<file path="src/rtl/div_unit_pkg.sv">
// Shared definitions for the iterative divider: ALU control codes and FSM state encoding.
package div_unit_pkg;

    localparam logic [3:0] DIV_CONTROL  = 4'b1010;
    localparam logic [3:0] DIVU_CONTROL = 4'b1011;

    typedef enum logic [1:0] {
        StIdle = 2'd0,
        StBusy = 2'd1,
        StDone = 2'd2
    } state_e;

endpackage

</file>
<file path="src/rtl/div_unit_iter_step.sv">
// One restoring-division iteration: shift in a dividend bit, trial-subtract the divisor.
module div_iter_step #(
    parameter int unsigned WIDTH = 32
) (
    input  logic [WIDTH-1:0] rem_i,
    input  logic             bit_i,
    input  logic [WIDTH-1:0] divisor_i,
    output logic [WIDTH-1:0] rem_o,
    output logic             q_o
);

    logic [WIDTH:0] w_shifted;
    logic [WIDTH:0] w_diff;

    assign w_shifted = {rem_i, bit_i};
    assign w_diff    = w_shifted - {1'b0, divisor_i};

    // A set top bit means the trial went negative; the shifted value then fits in WIDTH bits.
    assign q_o   = ~w_diff[WIDTH];
    assign rem_o = w_diff[WIDTH] ? w_shifted[WIDTH-1:0] : w_diff[WIDTH-1:0];

endmodule

</file>
<file path="src/rtl/div_unit.sv">
// Iterative radix-2 restoring divider for DIV/DIVU in EX; stalls EX until the result is ready.
module div_unit
    import div_unit_pkg::*;
#(
    parameter int unsigned WIDTH = 32
) (
    input  logic             clk_i,
    input  logic             rst_i,
    input  logic             start_i,
    input  logic             signed_i,
    input  logic             annul_i,
    input  logic             hold_i,
    input  logic [WIDTH-1:0] dividend_i,
    input  logic [WIDTH-1:0] divisor_i,
    output logic             stall_o,
    output logic             ready_o,
    output logic [WIDTH-1:0] quotient_o,
    output logic [WIDTH-1:0] remainder_o
);

    localparam int unsigned CntW = $clog2(WIDTH) + 1;

    state_e           r_state;
    state_e           w_state_next;
    logic [WIDTH-1:0] r_rem;
    logic [WIDTH-1:0] r_dvd;
    logic [WIDTH-1:0] r_dvs;
    logic [WIDTH-1:0] r_quot;
    logic [WIDTH-1:0] r_remo;
    logic             r_neg_q;
    logic             r_neg_r;
    logic [CntW-1:0]  r_cnt;

    logic [WIDTH-1:0] w_rem_next;
    logic [WIDTH-1:0] w_quot_next;
    logic [WIDTH-1:0] w_dvd_abs;
    logic [WIDTH-1:0] w_dvs_abs;
    logic             w_qbit;
    logic             w_accept;
    logic             w_last;

    assign w_accept    = start_i & ~annul_i;
    assign w_last      = (r_cnt == CntW'(WIDTH - 1));
    assign w_dvd_abs   = (signed_i & dividend_i[WIDTH-1]) ? -dividend_i : dividend_i;
    assign w_dvs_abs   = (signed_i & divisor_i[WIDTH-1]) ? -divisor_i : divisor_i;
    assign w_quot_next = {r_dvd[WIDTH-2:0], w_qbit};

    // r_dvd shifts out dividend bits at the top while quotient bits fill in at the bottom.
    div_iter_step #(
        .WIDTH(WIDTH)
    ) u_step (
        .rem_i    (r_rem),
        .bit_i    (r_dvd[WIDTH-1]),
        .divisor_i(r_dvs),
        .rem_o    (w_rem_next),
        .q_o      (w_qbit)
    );

    always_ff @(posedge clk_i) begin
        if (rst_i) begin
            r_state <= StIdle;
        end else begin
            r_state <= w_state_next;
        end
    end

    always_comb begin
        w_state_next = r_state;
        if (annul_i) begin
            w_state_next = StIdle;
        end else begin
            unique case (r_state)
                StIdle:  if (start_i) w_state_next = (divisor_i == '0) ? StDone : StBusy;
                StBusy:  if (w_last) w_state_next = StDone;
                StDone:  if (!hold_i) w_state_next = StIdle;
                default: w_state_next = StIdle;
            endcase
        end
    end

    always_comb begin
        stall_o = 1'b0;
        ready_o = 1'b0;
        case (r_state)
            StIdle:  stall_o = w_accept;
            StBusy:  stall_o = ~annul_i;
            StDone:  ready_o = 1'b1;
            default: ;
        endcase
    end

    always_ff @(posedge clk_i) begin
        if (rst_i) begin
            r_rem   <= '0;
            r_dvd   <= '0;
            r_dvs   <= '0;
            r_quot  <= '0;
            r_remo  <= '0;
            r_neg_q <= 1'b0;
            r_neg_r <= 1'b0;
            r_cnt   <= '0;
        end else begin
            case (r_state)
                StIdle: begin
                    if (w_accept) begin
                        if (divisor_i != '0) begin
                            r_dvd   <= w_dvd_abs;
                            r_dvs   <= w_dvs_abs;
                            r_rem   <= '0;
                            r_cnt   <= '0;
                            r_neg_q <= signed_i & (dividend_i[WIDTH-1] ^ divisor_i[WIDTH-1]);
                            r_neg_r <= signed_i & dividend_i[WIDTH-1];
                        end else begin
                            r_quot <= '1;
                            r_remo <= dividend_i;
                        end
                    end
                end
                StBusy: begin
                    if (!annul_i) begin
                        r_rem <= w_rem_next;
                        r_dvd <= w_quot_next;
                        r_cnt <= r_cnt + 1'b1;
                        if (w_last) begin
                            r_quot <= r_neg_q ? -w_quot_next : w_quot_next;
                            r_remo <= r_neg_r ? -w_rem_next : w_rem_next;
                        end
                    end
                end
                default: ;
            endcase
        end
    end

    assign quotient_o  = r_quot;
    assign remainder_o = r_remo;

endmodule

</file>
<file path="config.mk">
export PLATFORM = sky130hd
export DESIGN_NAME = div_unit
export DESIGN_NICKNAME = d
export VERILOG_FILES = /design/src/rtl/div_unit_pkg.sv /design/src/rtl/div_unit_iter_step.sv /design/src/rtl/div_unit.sv
export SDC_FILE = /design/constraint.sdc
export NUM_CORES = 1
export LEC_CHECK = 0
export ABC_CLOCK_PERIOD_IN_PS = 5400
export BUFFER_PORTS_ARGS = -buffer_cell sky130_fd_sc_hd__buf_2
export CORE_AREA = 2 2 158 160
export CTS_CLUSTER_DIAMETER = 150
export DETAILED_ROUTE_END_ITERATION = 8
export DIE_AREA = 0 0 160 162
export PLACE_DENSITY = 0.69
export SKIP_LAST_GASP = 1
export SYNTH_ARGS = -nofsm -noshare
export SYNTH_HDL_FRONTEND = slang
export SYNTH_SLANG_ARGS = --single-unit
</file>
<file path="constraint.sdc">
create_clock -name clk_i -period 5.4 [get_ports clk_i]
set_input_delay 0.27 -clock clk_i [delete_from_list [all_inputs] [get_ports clk_i]]
set_output_delay 0.27 -clock clk_i [all_outputs]
set_load 0.005 [all_outputs]
</file>
Word-level counts from Yosys, hierarchy flattened:

Cells that the tools add are included.

* bits in registers: 170
* input port bits: 70
* output and inout port bits: 66
* logic and storage cells: 75

* equality and inequality tests: 10
* add/sub/neg operators: 6
* reductions and logical operators: 9
* multiplexer cells: 34
* bitwise operators: 7

Operators with widths (number)
* $mux W32: 19
* $pmux W32 S2: 4
* $neg A32 Y32: 4
* $sub A33 B32 Y33: 1
* $logic_not A32 Y1: 1
* $reduce_bool A32 Y1: 1
* $mux W6: 3
* $ne A2 B2 Y1 const B: 7
* $pmux W6 S2: 1
* $mux W2: 4
* $add A6 B1 Y6 const B: 1
* $eq A6 B5 Y1 const B: 1
* $pmux W2 S3: 1
* $reduce_and A3 Y1: 2
* $reduce_and A5 Y1: 1
* $and A1 B1 Y1: 4
* $reduce_and A4 Y1: 1
* $eq A2 B1 Y1 const B: 1
* $eq A2 B2 Y1 const B: 1
* $logic_not A2 Y1: 1
* $not A1 Y1: 2
* $pmux W1 S2: 1
* $reduce_bool A2 Y1: 1
* $reduce_or A2 Y1: 1
* other kinds (2): 2

Depth between registers and ports, before layout:

* depth in word-level cells: 7
* mapped depth: 23
* gate-level depth less buffers: 21

Modules after synthesis:

Synthesis repeated with hierarchy kept, for this count alone.

* cell total of the unflattened synthesis: 1472
* area, all modules: 11741.3 µm²

By module, submodules not included
* div_unit: seq. area each 3403.3 µm², times used 1, area an instance 9485.3 µm², cells an instance 1161
* div_iter_step: seq. area each 0.0 µm², times used 1, area an instance 2255.9 µm², cells an instance 311

Worst setup path before layout:

OpenSTA, ideal clock, no wires.

* path kind: register -> register
* start: register r_dvd[31]
* end: register r_remo[30], in the netlist remainder_o[30]
* setup time: 95 ps
* slack: 476 ps
* period minus slack after synthesis: 4924 ps
* arrival time: 4829 ps
* required time: 5305 ps
* stages on the path, launching flop included: 24
* buffers on the path: 2
* path through: dfxtp_1 inv_1 ha_1 inv_1 fa_1 a211oi_2 o211ai_4 and4_1 o211ai_1 a211oi_2 inv_2 clkbuf_1 clkbuf_1 nor2_1 a21oi_1 ha_1 nand3_1 or3_1 nor3_1 a22oi_1 or4b_4 o31ai_4 xor2_1 a221oi_1

* cells in the longest elaborated chain, start to end: 7

Ends and longest elaborated chain
* from (decl): line div_unit.sv:26 `logic [WIDTH-1:0] r_dvd;`
* from (signal assigned): line div_unit.sv:107 `r_dvd <= w_dvd_abs;`
* from (signal assigned): line div_unit.sv:122 `r_dvd <= w_quot_next;`
* $sub A33 B32 Y33: line div_unit_iter_step.sv:16 `assign w_diff = w_shifted - {1'b0, divisor_i};`
* $mux W32 *: line div_unit_iter_step.sv:20 `assign rem_o = w_diff[WIDTH] ? w_shifted[WIDTH-1:0] : w_diff[WIDTH-1:0];`
* $neg A32 Y32: line div_unit.sv:126 `r_remo <= r_neg_r ? -w_rem_next : w_rem_next;`
* $mux W32 *: line div_unit.sv:126
* $mux W32 *: line div_unit.sv:124 `if (w_last) begin`
* $mux W32 *: line div_unit.sv:120 `if (!annul_i) begin`
* $pmux W32 S2 *: line div_unit.sv:103 `case (r_state)`
* to (signal assigned): line div_unit.sv:115 `r_remo <= dividend_i;`
* to (signal assigned): line div_unit.sv:126
* to (decl): line div_unit.sv:29 `logic [WIDTH-1:0] r_remo;`

Mark *: on every way between the ends. The rest lies on a longest branch, timed or not. The select of a mux whose other input is x is not followed.
A chain may end at the register's enable or synchronous reset.

Final worst setup path:

Ends and elaborated chain as after synthesis.

==> out/qor.csv <==
stage,metric,value,unit
layout,syn2layout_area_growth,11.5,%
critical_path,critPathCaptureType,flop,
grt,grt.overflow.total,0,
critical_path,cp.arrival,5.35,ns
placement,place_hpwl,24700,um
timing,final_max_slew_viol_count,0,
critical_path,timing.rr.start,r_dvd[31]$_SDFFE_PP0P_,
grt,antenna_found_initial,0,
hold_path,hp-start,hold_i,
clock_network,cts_buffer_depth,2,
timing,min_period,5.01,ns
pwr,leakage,5.24,nW
layout,regArea,3400,um2
route,vias,11600,
clock_network,cts_tree,yes,
yosys,synth_edf_count,0,
yosys,synth_area,11900,um2
clock_network,clk_pin_slew,0.07,ns
job,max_cap_violations,0,
grt,grt_pass1_wl,53900,um
layout,drive_gt1_share,13.5,%
layout,final_cells,1979,
grt,grt_pass1_vias,10600,
timing,finalCritPeriodShare,92.7,%
timing,fmax,200,MHz
clock_network,cts_resized,0,
yosys,synth_area_leaders,"dfxtp_1 (29%), nor2_1 (7.3%), xor2_1 (6.0%), a21oi_1 (5.7%), nand2_1 (4.1%)",
yosys,async_reset_ff_share,0,%
grt,grt_usage,25.2,%
critical_path,r2r-end,remainder_o[30]$_SDFFE_PP0P_,
layout,nets,1750,
critical_path,cp-start-kind,flop,
timing,skew,0.00850,ns
placement,placedCellCount,1947,
floorplanning,rows,57,
yosys,ys.flop_type,dfxtp_1,
critical_path,cp-startpoint,r_dvd[31]$_SDFFE_PP0P_,
yosys,synth_warnings,0,
critical_path,reg2reg_slack,0.39,ns
floorplanning,die_x,160,um
critical_path,reg2reg_depth,19,
timing,rsz0062_at_grt,false,
floorplanning,coreArea,24100,um2
timing,slew_headroom,13.3,%
yosys,netlist_instances,1580,
yosys,yosysSeqAreaShare,28.6,%
route,viasPerCell,5.88,
placement,port_buffers,135,
timing,worstMarginPinSlew,1.30,ns
critical_path,critPathRequiredTime,5.75,ns
clock_network,cts_max_level,4,
clock_network,clk_latency,0.44,ns
clock_network,cts_inserted_buffers,17,
timing,hold_violations,0,
timing,finalSetupViolCount,0,
layout,antenna_cells,0,
clock_network,post_cts_buffers,0,
floorplanning,initial_core_util,49.4,%
pwr,vdd_drop_max,0.203,mV
route,wl,33000,um
floorplanning,die-area,25900,um2
critical_path,path_class,flop to flop,
route,drc,0,
grt,grt_max_degree,89,
hold_path,hold_depth,3,
yosys,syn_area_per_cell,7.54,um2
hold_path,hold_path_class,input pin to flop,
critical_path,crit_fanout,8,
route,drtPass1Iterations,6,
clock_network,cts.sinks,170,
run_status,status,finished clean,
route,wl_per_cell,16.7,um
route,drt_iter0_drc,1017,
floorplanning,pin_count,136,
clock_network,hold_buffers,0,
layout,multi_input_area,7930,um2
layout,final.fill_count,2417,
floorplanning,die_h,162,um
hold_path,hold-path-endpoint,r_state[1]$_SDFFE_PP0P_,
yosys,ys_ff_latch,170,
yosys,synth_top_area_cell,dfxtp_1,
yosys,syn_nets,1688,
placement,gp_routability_congestion,0.897,
yosys,yosysUniqueCellTypes,83,
route,ant_nets,0,
pwr,pwr_density_cell,245,nW/um2
clock_network,cts-root-buf,clkbuf_16,
timing,fin_setup_tns,0,ns
yosys,netlist.area_leader.share,28.6,%
-- worst max path at each step --
stage	end	slack [ns]	cells past startpoint
CTS	remainder_o[30]$_SDFFE_PP0P_	0.45	19
floorplan	remainder_o[30]$_SDFFE_PP0P_	0.48	23
detailed placement	remainder_o[30]$_SDFFE_PP0P_	0.47	19
global route	remainder_o[30]$_SDFFE_PP0P_	0.11	19
finish	remainder_o[30]$_SDFFE_PP0P_	0.39	19
global placement	remainder_o[30]$_SDFFE_PP0P_	0.57	19
-- report_power, final --
| group | leakage (nW) | total, W | switching, W | internal [W] |
|---|---|---|---|---|
| clock | 0.261 | 0.00122 | 0.000570 | 0.000647 |
| combinational | 3.60 | 0.000688 | 0.000431 | 0.000257 |
| sequential | 1.38 | 0.00135 | 0.0000454 | 0.00130 |
| total | 5.24 | 0.00325 | 0.00105 | 0.00220 |
-- area by class of cell --
class / instances / area share [%]
clock buffers: 19 / 3.26
multi-input cells: 1253 / 59.7
inverters: 51 / 1.44
flip-flops and latches: 170 / 25.6
well taps: 324 / 3.05
clock inverters: 13 / 1.05
repair buffers: 149 / 5.90
-- critical path: stages (launching register included) --
cell	delay, ns
dfxtp_1	0.34
inv_1	0.07
ha_1	0.16
inv_1	0.06
fa_1	0.43
a211oi_2	0.34
o211ai_4	0.18
nand4_1	0.21
a21oi_1	0.13
a211oi_4	0.33
mux2i_1	0.34
ha_1	0.25
nand3_1	0.10
or3_1	0.37
nor3_1	0.30
a22oi_1	0.22
or4b_4	0.56
o31ai_4	0.19
xor2_1	0.09
a221oi_1	0.24
-- Yosys cell counts, types with 9 or more instances --
cell,number
nand2_1,129
or3_1,16
a211oi_1,63
nor2_1,233
buf_2,23
o211ai_1,12
a21oi_1,135
o21a_1,10
a22oi_1,15
a311oi_1,34
mux2i_1,22
inv_1,50
a21o_1,10
nand4_1,19
and3_1,11
o31ai_1,27
xnor2_1,53
ha_1,37
a31oi_1,14
o21ai_0,84
nor4_1,15
nand3_1,21
o41ai_1,10
xor2_1,82
nor3_1,38
nand2b_1,11
and2_1,19
or2_2,9
dfxtp_1,170
or4_1,12
clkbuf_1,79
-- sequential cells by signal (all words and copies together), names as in the netlist --
signal       cells
quotient_o      32
r_dvd           32
r_dvs           32
r_rem           32
remainder_o     32
r_cnt            6
r_state          2
r_neg_q          1
r_neg_r          1
-- per-layer routing --
layer	vias to the layer above	track usage, %	wire length [um]
li1	5869	-	-
met5	-	0	0
met3	47	3.58	1670
met2	327	40.9	14600
met1	5384	34.8	16000
met4	0	7.78	678
-- placed cells by master, fill, tap and decap left out, types with 6 or more instances in the layout --
master / instances
a22oi_1: 15
o211ai_1: 12
or4_1: 12
o21ai_0: 83
a21oi_1: 135
xor2_1: 82
nand2b_1: 10
o31ai_1: 27
nor2_1: 231
o211a_1: 8
or2_2: 9
buf_4: 15
nor3b_1: 8
o41ai_1: 10
a31oi_1: 14
a311oi_1: 34
inv_1: 50
a21o_1: 10
ha_1: 37
nand4_1: 19
nor3_1: 38
dfxtp_1: 170
nand2_1: 129
or3_1: 16
mux2i_1: 22
nor4_1: 15
a211oi_1: 63
nand3_1: 21
and2_1: 19
clkbuf_16: 17
and3_1: 11
xnor2_1: 53
buf_2: 134
mux2_2: 7
o21ai_1: 6
o21a_1: 10
-- metrics by stage --
step                power, W  hold WS (ns)  utilization (%)  setup slack, ns  instance area (um2)
CTS                  0.00326        0.0687             55.1            0.448                13300
finish               0.00325        0.0696             55.1            0.392                13300
floorplan            0.00186         0.409                -            0.476                11900
global placement     0.00204         0.461             52.7            0.572                12700
global route         0.00341        0.0630             55.1            0.108                13300
detailed placement   0.00205         0.469             52.7            0.472                12700
-- logic make-up (layout without fill, tap and decap cells) --
logic type,count (synthesis),in the layout,share of synthesized area [%]
AO/OA/AOI/OAI,483,483,27.4
XOR/XNOR,135,135,9.92
adder cells (fa/ha/maj),38,38,4.05
buffers and inverters,157,232,5.26
flip-flops,170,170,28.6
multiplexers,29,29,2.51
AND/OR/NAND/NOR,568,568,22.3
(Power assumes the default switching activity.)
